File: config.mk
export PLATFORM = sky130hd
export DESIGN_NAME = run_feeder
export DESIGN_NICKNAME = d
export VERILOG_FILES = /design/src/rtl/run_feeder.sv
export SDC_FILE = /design/constraint.sdc
export NUM_CORES = 1
export LEC_CHECK = 0
export ABC_AREA = 1
export CAP_MARGIN = 20
export CORE_ASPECT_RATIO = 1.4
export CORE_UTILIZATION = 40
export DETAILED_ROUTE_END_ITERATION = 8
export GPL_TIMING_DRIVEN = 1
export PLACE_DENSITY_LB_ADDON = 0.25
export SYNTH_ARGS = -nofsm -noshare
export SYNTH_HDL_FRONTEND = slang
export SYNTH_SLANG_ARGS = --single-unit
File: constraint.sdc
create_clock -name i_clk -period 1.7 [get_ports i_clk]
set_input_delay 0.34 -clock i_clk [delete_from_list [all_inputs] [get_ports i_clk]]
set_output_delay 0.34 -clock i_clk [all_outputs]
set_load 0.01 [all_outputs]
File: src/rtl/run_feeder.sv
// run_feeder
// ----------
// Writer side of the merge-cell input protocol. Pre-sorted runs arrive on a
// valid/ready stream. Each run is written to one of the two lane FIFOs (A or
// B), and a zero terminator is appended after it. Successive runs alternate
// between the lanes, starting with A. A flush closes any open run. It then
// pads the lagging lane with one empty run, so that both lanes end on a
// terminator, and the block parks in DONE until reset.
//
// Handshake: a record transfers on a rising edge where i_valid & o_ready.
// o_ready depends only on state, lane and the current lane's almost-full
// flag. It never depends on i_valid. Once i_valid is raised, the source must
// hold i_data/i_last steady until the transfer.
//
// Configuration macro: RUN_FEEDER_ORDER_CHECK_EN
//   Defined: a nonzero record smaller than the previous record of the same
//   open run is still written, but it sets o_err.
//   Undefined: o_err only reports dropped zero records.
//
// Ports
//   i_clk, i_rst          clock, synchronous active-high reset
//   i_data/i_valid/i_last input record stream, o_ready back-pressure
//   i_flush               end-of-input pulse
//   i_a_full/i_b_full     lane FIFO almost-full (<=1 slot free)
//   o_a_data/o_a_wr       lane-A write port (registered)
//   o_b_data/o_b_wr       lane-B write port (registered)
//   o_runs_a/o_runs_b     terminated runs written per lane (wrapping)
//   o_done                flush complete, sticky
//   o_err                 sticky error flag
module run_feeder #(
  parameter int DATA_WIDTH = 32,
  parameter int CNT_WIDTH  = 16
) (
  input  logic                  i_clk,
  input  logic                  i_rst,
  input  logic [DATA_WIDTH-1:0] i_data,
  input  logic                  i_valid,
  input  logic                  i_last,
  output logic                  o_ready,
  input  logic                  i_flush,
  input  logic                  i_a_full,
  input  logic                  i_b_full,
  output logic [DATA_WIDTH-1:0] o_a_data,
  output logic                  o_a_wr,
  output logic [DATA_WIDTH-1:0] o_b_data,
  output logic                  o_b_wr,
  output logic [CNT_WIDTH-1:0]  o_runs_a,
  output logic [CNT_WIDTH-1:0]  o_runs_b,
  output logic                  o_done,
  output logic                  o_err
);

  typedef enum logic [1:0] {
    ST_STREAM = 2'd0,
    ST_TERM   = 2'd1,
    ST_PAD    = 2'd2,
    ST_DONE   = 2'd3
  } state_t;

  localparam logic [CNT_WIDTH-1:0] CNT_ONE = {{(CNT_WIDTH-1){1'b0}}, 1'b1};

  state_t                state_q;
  logic                  lane_q;        // 0 = lane A, 1 = lane B
  logic                  open_q;        // records accepted in the current run, no i_last yet
  logic                  flush_pend_q;
  logic [DATA_WIDTH-1:0] a_data_q, b_data_q;
  logic                  a_wr_q, b_wr_q;
  logic [CNT_WIDTH-1:0]  runs_a_q, runs_b_q;
  logic                  done_q, err_q;

`ifdef RUN_FEEDER_ORDER_CHECK_EN
  // The open run always lives on one lane, so a single tracker covers the
  // lane being written. It is invalidated at every terminator.
  logic [DATA_WIDTH-1:0] prev_q;
  logic                  prev_vld_q;
`endif

  logic lane_full;
  logic accept;
  logic flush_hit;

  assign lane_full = lane_q ? i_b_full : i_a_full;
  // i_rst gating keeps o_ready low during the reset cycle itself.
  assign o_ready   = (state_q == ST_STREAM) & ~lane_full & ~i_rst;
  assign accept    = i_valid & o_ready;
  assign flush_hit = i_flush | flush_pend_q;

  always_ff @(posedge i_clk) begin
    if (i_rst) begin
      state_q      <= ST_STREAM;
      lane_q       <= 1'b0;
      open_q       <= 1'b0;
      flush_pend_q <= 1'b0;
      a_data_q     <= '0;
      b_data_q     <= '0;
      a_wr_q       <= 1'b0;
      b_wr_q       <= 1'b0;
      runs_a_q     <= '0;
      runs_b_q     <= '0;
      done_q       <= 1'b0;
      err_q        <= 1'b0;
`ifdef RUN_FEEDER_ORDER_CHECK_EN
      prev_q       <= '0;
      prev_vld_q   <= 1'b0;
`endif
    end else begin
      a_wr_q <= 1'b0;
      b_wr_q <= 1'b0;
      case (state_q)
        ST_STREAM: begin
          if (accept) begin
            if (i_data != '0) begin
              if (lane_q) begin
                b_wr_q   <= 1'b1;
                b_data_q <= i_data;
              end else begin
                a_wr_q   <= 1'b1;
                a_data_q <= i_data;
              end
`ifdef RUN_FEEDER_ORDER_CHECK_EN
              if (prev_vld_q && (i_data < prev_q)) err_q <= 1'b1;
              prev_q     <= i_data;
              prev_vld_q <= 1'b1;
`endif
            end else begin
              // Zero is reserved as the terminator. Drop it, but keep i_last.
              err_q <= 1'b1;
            end
            if (i_last) begin
              state_q      <= ST_TERM;
              open_q       <= 1'b0;
              flush_pend_q <= flush_hit;
            end else begin
              open_q <= 1'b1;
              // A flush arriving with a record closes the run just extended.
              if (flush_hit) begin
                state_q      <= ST_TERM;
                flush_pend_q <= 1'b1;
              end
            end
          end else if (flush_hit) begin
            if (open_q) begin
              state_q      <= ST_TERM;
              flush_pend_q <= 1'b1;
            end else begin
              state_q      <= ST_PAD;
              flush_pend_q <= 1'b0;
            end
          end
        end

        ST_TERM: begin
          if (i_flush) flush_pend_q <= 1'b1;
          if (!lane_full) begin
            if (lane_q) begin
              b_wr_q   <= 1'b1;
              b_data_q <= '0;
              runs_b_q <= runs_b_q + CNT_ONE;
            end else begin
              a_wr_q   <= 1'b1;
              a_data_q <= '0;
              runs_a_q <= runs_a_q + CNT_ONE;
            end
            lane_q <= ~lane_q;
            open_q <= 1'b0;
`ifdef RUN_FEEDER_ORDER_CHECK_EN
            prev_vld_q <= 1'b0;
`endif
            if (flush_hit) begin
              state_q      <= ST_PAD;
              flush_pend_q <= 1'b0;
            end else begin
              state_q <= ST_STREAM;
            end
          end
        end

        ST_PAD: begin
          // Lanes alternate from A, so unequal counters always mean the lane
          // pointer sits on the lagging lane (B). This holds across wrap.
          if (runs_a_q != runs_b_q) begin
            if (!lane_full) begin
              if (lane_q) begin
                b_wr_q   <= 1'b1;
                b_data_q <= '0;
                runs_b_q <= runs_b_q + CNT_ONE;
              end else begin
                a_wr_q   <= 1'b1;
                a_data_q <= '0;
                runs_a_q <= runs_a_q + CNT_ONE;
              end
              state_q <= ST_DONE;
              done_q  <= 1'b1;
            end
          end else begin
            state_q <= ST_DONE;
            done_q  <= 1'b1;
          end
        end

        ST_DONE: begin
          // Parked until reset. Stream and flush inputs are ignored.
        end

        default: state_q <= ST_STREAM;
      endcase
    end
  end

  assign o_a_data = a_data_q;
  assign o_a_wr   = a_wr_q;
  assign o_b_data = b_data_q;
  assign o_b_wr   = b_wr_q;
  assign o_runs_a = runs_a_q;
  assign o_runs_b = runs_b_q;
  assign o_done   = done_q;
  assign o_err    = err_q;

endmodule

==> impl_metrics.py <==
metrics = {
    "status": {
        "outcome": "complete, but fails checks",
        "violations": "setup timing",
    },
    "hold_path": {
        "min_path_type": "in -> reg",
        "hold_depth": 3,
    },
    "clock_tree": {
        "cts_tree": "built",
        "cts_made_buffers": 9,
        "cts.sinks": 105,
        "insertion_delay_ns": 0.36,
        "clock_path_buffers": 2,
        "cts_max_level": 3,
        "cts_root_buf": "clkbuf_16",
        "cts_hold_buf": 0,
        "clk_pin_slew_ns": 0.08,
    },
    "logic_synthesis": {
        "avgSynthCellArea_um2": 6.20,
        "synthTopCellsByArea": "dfxtp_1 37%, nand2_1 18%, nor2_1 13%",
        "synth_area_mm2": 0.00574,
        "synth_enable_flop_cells": 0,
        "syn_inst": 926,
        "ys_top_cells_by_count": "279 x nand2_1, 202 x nor2_1, 105 x dfxtp_1",
        "synth-seq-cells": 105,
        "yosysTopAreaCell": "dfxtp_1",
        "asyncSetResetFlopFracSynth": 0,
        "syn_nets": 971,
        "synth.top_cell.area_share": 0.366,
        "synth_cell_types": 27,
        "ys_seq_area_frac": 0.366,
        "ys_warn_count": 0,
        "synth_flop_cell": "dfxtp_1",
        "yosysMostFrequentCell": "nand2_1",
    },
    "setup_path": {
        "crit_type": "reg -> reg",
        "path_max_fanout": 7,
        "end_kind": "flip-flop",
        "worstSetupStartpointType": "flip-flop",
        "r2r_cells": 10,
        "critPathArrivalTime_ns": 2.11,
        "path_cells": "buf_4, ha_4, buf_4, a221oi_4, nand2_4, nor2_4, buf_12, buf_12, nor2_4, nor2_1",
        "crit_slowest_cell": "dfxtp_2",
        "crit_required_ns": 1.99,
        "max_stage_delay_ns": 0.33,
    },
    "floorplan": {
        "die_x_um": 103,
        "die_y_um": 144,
        "std_cell_rows": 51,
        "fp.coreArea_mm2": 0.0140,
        "start_util": 0.411,
        "dieArea_mm2": 0.0148,
        "ios": 140,
    },
    "placement": {
        "dp_cells": 1320,
        "port-buffer-count": 139,
        "globalplace.congestion": 0.920,
        "hpwl_um": 13600,
    },
    "power": {
        "ir_drop_v": 0.000877,
        "p_int_mw": 8.45,
        "power_mw": 14.9,
        "power_frac_seq": 0.237,
        "power.density_mw_per_mm2": 1620,
        "power_frac_clock": 0.145,
        "switching_share": 0.433,
        "p_comb_frac": 0.619,
        "p_sw_mw": 6.45,
        "p_leak_nw": 4.47,
    },
    "drt": {
        "ant_nets": 0,
        "routedWlPerCell_um": 15.3,
        "drt_iter0_drc": 242,
        "post_drt_via_cell_ratio": 5.10,
        "wirelength_um": 20800,
        "vias": 6957,
        "drc": 0,
        "first_pass_iters": 5,
    },
    "grt": {
        "grt_max_degree": 69,
        "grt_first_pass_wirelength_um": 32000,
        "track_usage": 0.279,
        "grt-ovfl-total": 0,
        "antenna_found_initial": 0,
        "grt_pass1_vias": 6663,
    },
    "layout": {
        "drive_gt1_frac": 0.233,
        "fillers": 1199,
        "nNetsFinal": 1219,
        "multiInputGateArea_mm2": 0.00346,
        "area_growth_pct": 60.3,
        "instances_no_fill": 1364,
        "regArea_mm2": 0.00215,
        "antennaDiodeCount": 0,
    },
    "timing": {
        "maxSlewViolCount": 0,
        "fin_ws_ns": -0.119,
        "slew_headroom": 0.517,
        "tightest_slew_ns": 0.724,
        "finalSetupViolCount": 53,
        "rsz0062_at_grt": "yes",
        "period_share": 1.07,
        "max_freq_mhz": 550,
        "hold_viol": 0,
        "fin_worst_skew_ns": 0.0118,
        "min_period_ns": 1.82,
    },
    "run": {
        "maxCapViolations": 0,
    },
}
-- state kept, by name (all words and copies together) (netlist names), 2 cells and up --
signal	cells
o_runs_b	16
o_runs_a	16
o_b_data	32
o_a_data	32
state_q	2
-- routing by layer --
metal  up-vias  share of wire  GRT usage
met4         0          0.050      0.150
met1      3190           0.37      0.300
li1       3428              -          -
met3        73          0.062     0.0676
met2       266           0.52      0.495
met5         -              0          0
-- cell type report --
class | instances | share of cell area
inverter | 102 | 0.0424
tap | 185 | 0.0251
sequential | 105 | 0.234
multi-input combinational | 676 | 0.376
clock buffer | 10 | 0.0260
timing repair buffer | 280 | 0.290
clock inverter | 6 | 0.00734
-- power by group through the flow --
stage               clock network (mW)  logic, mW  registers (mW)
finish                            2.16       9.22            3.53
global route                      2.30       9.96            3.60
CTS                               2.19       8.36            3.50
detailed placement                   0       6.68            3.51
global placement                     0       6.62            3.51
floorplan                            0       3.65            3.76
-- critical path, delay by kind of cell (launching register included) --
family                     cells  cell delay [ns]
AOI/OAI and AO/OA              1             0.31
adders and majority gates      1             0.18
DFF                            1             0.33
and+or+nand+nor                4             0.35
buffers and inverters          4             0.58
-- logic make-up (layout without fill, tap and decap cells) --
family / after synthesis / count (layout) / share of synthesized area
flops: 105 / 105 / 0.366
compound gates: 45 / 45 / 0.0438
xor+xnor: 21 / 21 / 0.0320
simple gates: 600 / 604 / 0.441
buf+inv: 149 / 398 / 0.104
fa+ha+maj: 6 / 6 / 0.0131
-- per-stage QoR --
step | TNS [ns] | hold WS (ns) | setup slack, ns | cell area [um^2] | utilization
5_1_grt | -10.77 | 0.389 | -0.192 | 9210 | 0.659
3_5_place_dp | -46.21 | 0.457 | -0.711 | 8090 | 0.579
2_1_floorplan | 0 | 0.437 | 0.0158 | 5770 | -
6_report | -4.05 | 0.346 | -0.119 | 9210 | 0.659
4_1_cts | -1.20 | 0.464 | -0.0800 | 8900 | 0.637
3_3_place_gp | -44.08 | 0.448 | -0.656 | 8090 | 0.579
-- what timing repair did --
| action | 4_1_cts | 5_1_grt |
|---|---|---|
| pin swaps | 61 | 39 |
| gates resized for setup | 177 | 67 |
| setup buffers | 16 | 5 |
| setup endpoints to repair | 133 | 104 |
| cloned | 6 | 4 |
-- cell usage in the layout, fill, tap and decap left out, types with 14 or more instances in the layout --
master	instances
clkdlybuf4s50_1	71
nand2_1	268
buf_6	14
nor2_2	28
dfxtp_1	77
dlygate4sd2_1	55
inv_1	85
nand4_1	76
xor2_1	19
nor2_1	161
nand3_1	20
a21oi_1	33
buf_4	112
dfxtp_2	23
nor2_4	14
-- worst paths after layout --
path / start / end / slack (ns)
worst max-delay path: state_q[0]$_SDFFE_PP0P_ / o_a_data[12]$_SDFFE_PP0P_ / -0.12
worst min-delay path: i_b_full / lane_q$_SDFFE_PP0P_ / 0.35
worst max register to register: state_q[0]$_SDFFE_PP0P_ / o_a_data[12]$_SDFFE_PP0P_ / -0.12
worst min register to register: o_done$_SDFFE_PP0P_ / o_done$_SDFFE_PP0P_ / 0.47
Note: power is estimated with default switching activity, not from simulation.
